## src/rtl/esm_config_unit.sv

```systemverilog
// ESM receiver AXI-Stream configuration slave: parses magic/seq/header/payload messages,
// drives the common enables and forwards other modules' payload. Optional: ESM_CONFIG_SEQ_CHECK_EN.
package esm_config_pkg;
    typedef struct packed {
        logic        valid;
        logic        first;
        logic        last;
        logic [7:0]  module_id;
        logic [7:0]  message_type;
        logic [31:0] data;
    } module_config_t;
endpackage

module esm_config_unit
    import esm_config_pkg::*;
#(
    parameter int          AXI_DATA_WIDTH   = 32,
    parameter logic [31:0] MAGIC_NUM        = 32'h45534D43,
    parameter logic [7:0]  MODULE_ID_COMMON = 8'h00,
    parameter logic [7:0]  MSG_TYPE_ENABLE  = 8'h00
) (
    input  logic                      Clk,
    input  logic                      Rst_n,
    output logic                      Axis_ready,
    input  logic                      Axis_valid,
    input  logic                      Axis_last,
    input  logic [AXI_DATA_WIDTH-1:0] Axis_data,
    output logic                      Rst_out,
    output logic [1:0]                Enable_chan,
    output logic [1:0]                Enable_pdw,
    output module_config_t            Module_config
);

    if (AXI_DATA_WIDTH != 32) begin : g_width_check
        $error("esm_config_unit: only AXI_DATA_WIDTH=32 is supported");
    end

    typedef enum logic [2:0] {S_MAGIC, S_SEQ, S_HDR, S_PAYLOAD, S_DROP} state_t;

    state_t      state, state_nxt;
    logic        accept;
    logic        seq_ok;
    logic        first_pl;
    logic [7:0]  mod_id;
    logic [7:0]  msg_type;
    logic [31:0] seq_q;

    assign accept = Axis_valid && Axis_ready;

`ifdef ESM_CONFIG_SEQ_CHECK_EN
    logic        seq_seen;
    logic [31:0] seq_exp;
    logic [31:0] err_cnt;

    // The first message after reset seeds the expected sequence number.
    assign seq_ok = !seq_seen || (Axis_data == seq_exp);

    always_ff @(posedge Clk) begin
        if (!Rst_n) begin
            seq_seen <= 1'b0;
            seq_exp  <= '0;
            err_cnt  <= '0;
        end else if (accept && state == S_SEQ) begin
            if (seq_ok) begin
                seq_seen <= 1'b1;
                seq_exp  <= Axis_data + 32'd1;
            end else begin
                err_cnt <= err_cnt + 32'd1;
            end
        end
    end
`else
    assign seq_ok = 1'b1;
`endif

    always_ff @(posedge Clk) begin
        if (!Rst_n) state <= S_MAGIC;
        else        state <= state_nxt;
    end

    always_comb begin
        state_nxt = state;
        if (accept) begin
            case (state)
                S_MAGIC:   state_nxt = (Axis_data == MAGIC_NUM) ? S_SEQ : S_DROP;
                S_SEQ:     state_nxt = seq_ok ? S_HDR : S_DROP;
                S_HDR:     state_nxt = S_PAYLOAD;
                S_PAYLOAD: state_nxt = S_PAYLOAD;
                S_DROP:    state_nxt = S_DROP;
                default:   state_nxt = S_MAGIC;
            endcase
            if (Axis_last) state_nxt = S_MAGIC;
        end
    end

    always_ff @(posedge Clk) begin
        if (!Rst_n) begin
            Axis_ready    <= 1'b0;
            Rst_out       <= 1'b1;
            Enable_chan   <= '0;
            Enable_pdw    <= '0;
            Module_config <= '0;
            first_pl      <= 1'b0;
            mod_id        <= '0;
            msg_type      <= '0;
            seq_q         <= '0;
        end else begin
            Axis_ready          <= 1'b1;
            Module_config.valid <= 1'b0;
            Module_config.first <= 1'b0;
            Module_config.last  <= 1'b0;
            if (accept) begin
                case (state)
                    S_SEQ: seq_q <= Axis_data;
                    S_HDR: begin
                        mod_id   <= Axis_data[31:24];
                        msg_type <= Axis_data[23:16];
                        first_pl <= 1'b1;
                    end
                    S_PAYLOAD: begin
                        first_pl <= 1'b0;
                        if (mod_id == MODULE_ID_COMMON) begin
                            // Only word3 of an enable message matters; the rest is ignored.
                            if (msg_type == MSG_TYPE_ENABLE && first_pl) begin
                                Rst_out     <= Axis_data[0];
                                Enable_chan <= Axis_data[9:8];
                                Enable_pdw  <= Axis_data[17:16];
                            end
                        end else begin
                            Module_config.valid        <= 1'b1;
                            Module_config.first        <= first_pl;
                            Module_config.last         <= Axis_last;
                            Module_config.module_id    <= mod_id;
                            Module_config.message_type <= msg_type;
                            Module_config.data         <= Axis_data;
                        end
                    end
                    default: ;
                endcase
            end
        end
    end

endmodule

```

## config.mk

```make
export PLATFORM = sky130hd
export DESIGN_NAME = esm_config_unit
export DESIGN_NICKNAME = d
export VERILOG_FILES = /design/src/rtl/esm_config_unit.sv
export SDC_FILE = /design/constraint.sdc
export NUM_CORES = 1
export LEC_CHECK = 0
export BUFFER_PORTS_ARGS = -buffer_cell sky130_fd_sc_hd__buf_2
export CORE_MARGIN = 8
export CORE_UTILIZATION = 40
export CTS_BUF_LIST = sky130_fd_sc_hd__clkbuf_4
export CTS_CLUSTER_SIZE = 24
export DETAILED_ROUTE_END_ITERATION = 12
export GPL_TIMING_DRIVEN = 0
export HOLD_SLACK_MARGIN = 0.12
export PLACE_DENSITY = 0.63
export SLEW_MARGIN = 0
export SYNTH_ARGS = -nofsm -noshare
export SYNTH_HDL_FRONTEND = slang
export SYNTH_SLANG_ARGS = --single-unit
```

## constraint.sdc

```tcl
create_clock -name Clk -period 2.7 [get_ports Clk]
set_input_delay 0.405 -clock Clk [delete_from_list [all_inputs] [get_ports Clk]]
set_output_delay 0.405 -clock Clk [all_outputs]
set_load 0.1 [all_outputs]
```

==> metrics.txt <==
status=finished clean; vias in the first global route=2639; Reg-to-Reg End=msg_type[5]$_SDFFE_PN0P_; sequential area share after synthesis=54.2%; path depth of the worst reg2reg path=5; placed cell areas=3420 um^2; Worst Hold Path EP=Axis_ready$_DFF_P_; layout cells sized above 1=25.7%; GR Util met3=4.43%; RSZ-0062 raised after global routing=false; GR met1 Demand/Resource=21.4%; total negative setup slack=0 ns; Max VDD drop=0.247 mV; initial antenna violation count=0; Worst Path Class, Setup=flip-flop to flip-flop; Post-CTS Setup Inserts=0; Syn Nets=383; clk buf depth=2; io pins=93; clock-pin transition on the worst setup and hold timing paths=0.11 ns; Area Overhead vs Synth=25.6%; combinational power share=4.3%; later-pin clock latency in the skew report=0.41 ns; post-DP HPWL=6.31 mm; IO buf count=92; RR Startpoint=state[2]$_SDFFE_PN0P_; total CTS buffers=9; Core Rows=30; Die ar.=10100 um^2; Die Width=100 um; Tot Pwr=1.96 mW; first-pass GRT wire length=13.3 mm; Worst EP required=3.03 ns; post-synth cell types=33; Mean Syn Cell Area=8.20 um^2; Leak=1.50 nW; fin. max-slew vios=0; CP Launch Type=flip-flop; final net count=486; Root Driver=clkbuf_4; worst hold-check path type=input pin to flip-flop; Finished Core Util=52.3%; Antenna Cells=0; largest net degree at the start of global routing=13; Int Pwr=1.53 mW; Layout Skew=0.0145 ns; CP Buf/Inv Count=1; DRC violations left=0; met2 GRT Util=25.8%; FF+latch count, synth=77; # hold bufs at CTS=0; R2R Setup Slk=0.81 ns; Arrival @ worst endpoint=2.22 ns; Tcrit/Tclk final=70.0%; CP endpoint kind=flip-flop; Switching Power=433 uW; Via density=4.92; WL/cell=15.0 um; Net Sw Frac=22.1%; core area=6830 um^2; Mapped Area=2840 um^2; CP max-delay cell=nor2_1; Total GRT Usage=16.9%; f_max=529 MHz; Worst Min Path Start=Rst_n; worst-path fanout max=10; final wirelength=8.25 mm; relative slew slack=63.6%; 1st-iter DRT viols=125; GRT busiest layer=met2; Largest delay share family, worst path=simple AND/OR/NAND/NOR gates; CTS HTree Levels=3; GP Congestion=0.886; cell area after layout=3570 um^2; min Tclk post-route=1.89 ns; PostCTS Resize Cnt=0; Yosys warnings=0; antenna violation net count after detailed routing=0; pwr/cell area=549 nW/um^2; TritonCTS Sinks=77; worst-margin pin slew=0.546 ns; CP Cell Sequence=nand4b_1 -> nor2_1 -> clkbuf_1 -> nand2_1 -> a21oi_1; Final setup viols=0; hold depth=1; clock network power share=37.7%; Slowest Stage Delay on Critical Path=0.48 ns; CTS tree=yes; effective utilization at floorplan=41.6%; Chip Height=100 um; Overflow after GRT=0; Max Cap Viol=0; via count=2710; cells after synthesis=347; Hold Vio Cnt, Final=0; Flop pwr share=58.0%; drt pass-1 iters=5
## sequential cells by signal, indices dropped and copies added (netlist names)
| signal | count |
|---|---|
| mod_id | 8 |
| Rst_out | 1 |
| Module_config | 51 |
| Axis_ready | 1 |
| Enable_chan | 2 |
| msg_type | 8 |
| first_pl | 1 |
| Enable_pdw | 2 |
| state | 3 |
## layer usage
metal / part of all wire [%] / wire length, um
met1: 45 / 3690
met3: 8.4 / 694
met4: 2.0 / 166
met2: 45 / 3700
met5: 0 / 0
## cells in the final DEF (no fill, tap or decap), drive strengths merged
| cell | netlist | final |
|---|---|---|
| nor3 | 1 | 1 |
| clkbuf | 14 | 23 |
| dfxtp | 77 | 77 |
| nor2 | 5 | 5 |
| inv | 2 | 2 |
| a32oi | 1 | 1 |
| o211ai | 1 | 1 |
| nand4b | 2 | 2 |
| clkinv | 0 | 5 |
| nor4b | 3 | 3 |
| bufinv | 0 | 2 |
| o21a | 1 | 1 |
| or3 | 1 | 1 |
| nand3 | 1 | 1 |
| nor4 | 3 | 3 |
| and4b | 2 | 2 |
| or4 | 3 | 3 |
| a21oi | 64 | 64 |
| a31oi | 1 | 1 |
| a211o | 1 | 1 |
| o21ai | 2 | 2 |
| nor3b | 1 | 1 |
| a211oi | 1 | 1 |
| o211a | 1 | 1 |
| nor4bb | 4 | 4 |
| and3 | 3 | 3 |
| buf | 7 | 99 |
| mux2i | 4 | 4 |
| nand2 | 140 | 140 |
| nand4 | 1 | 1 |
## cell usage after synthesis
cell        n  area share [%]
a21oi_1    64              11
dfxtp_1    77              54
o211ai_2    1            0.44
or4_1       1            0.26
o21ai_0     2            0.35
mux2i_1     4             1.4
nor4bb_1    4             1.4
clkbuf_1   14             1.8
nor3_1      1            0.18
nand3_1     1            0.18
inv_1       1            0.13
a31oi_1     1            0.22
o211a_1     1            0.35
buf_2       5            0.88
nor4b_1     3            0.92
a32oi_1     1            0.31
nor4_1      2            0.44
a211o_1     1            0.31
inv_2       1            0.13
nand4b_1    2            0.62
nand4_1     1            0.22
nor3b_1     1            0.26
buf_6       2            0.79
or3_1       1            0.22
nor2_1      5            0.66
a211oi_1    1            0.26
nor4_4      1            0.75
nand2_2     1            0.22
o21a_1      1            0.26
and4b_1     2            0.70
nand2_1   139              18
or4_4       2            0.79
and3_1      3            0.66
## worst max-delay path by stage
stage | to | cells after the start | startpoint
5_1_grt | mod_id[5]$_SDFFE_PN0P_ | 5 | state[2]$_SDFFE_PN0P_
6_report | msg_type[5]$_SDFFE_PN0P_ | 5 | state[2]$_SDFFE_PN0P_
2_1_floorplan | mod_id[0]$_SDFFE_PN0P_ | 5 | Axis_ready$_DFF_P_
3_5_place_dp | msg_type[4]$_SDFFE_PN0P_ | 6 | Axis_valid
3_3_place_gp | msg_type[4]$_SDFFE_PN0P_ | 6 | Axis_valid
4_1_cts | Module_config[19]$_SDFFE_PN0P_ | 6 | mod_id[4]$_SDFFE_PN0P_
## metrics by stage
step                instances  hold WS (ns)  setup slack [ns]
CTS                       551         0.143             0.818
global route              551         0.144             0.637
global placement          535         0.439             0.778
floorplan                 347         0.433             0.486
detailed placement        535         0.443             0.762
finish                    551         0.162             0.810
## cell families after synthesis
logic type             count (synthesis)  share of synthesized area (%)
multiplexers                           4                           1.41
AO/OA/AOI/OAI                         73                           13.8
AND/OR/NAND/NOR                      170                           26.8
buffers and inverters                 23                           3.78
flip-flops                            77                           54.2
## power groups by stage
stage	Combinational [mW]	Sequential, mW	Clock [mW]
2_1_floorplan	0.0253	1.17	0
3_3_place_gp	0.0829	1.16	0
3_5_place_dp	0.0835	1.16	0
4_1_cts	0.0837	1.14	0.753
5_1_grt	0.0909	1.14	0.797
6_report	0.0842	1.14	0.739
## cell type report
cell class | count | area, um^2
Fill cell | 730 | 3260
Sequential cell | 77 | 1540
Multi-Input combinational cell | 247 | 1190
Timing Repair Buffer | 92 | 460
Tap cell | 96 | 120
Buffer | 21 | 100
Clock inverter | 7 | 80.1
Clock buffer | 9 | 67.6
Inverter | 2 | 7.51
(Power assumes the default switching activity.)
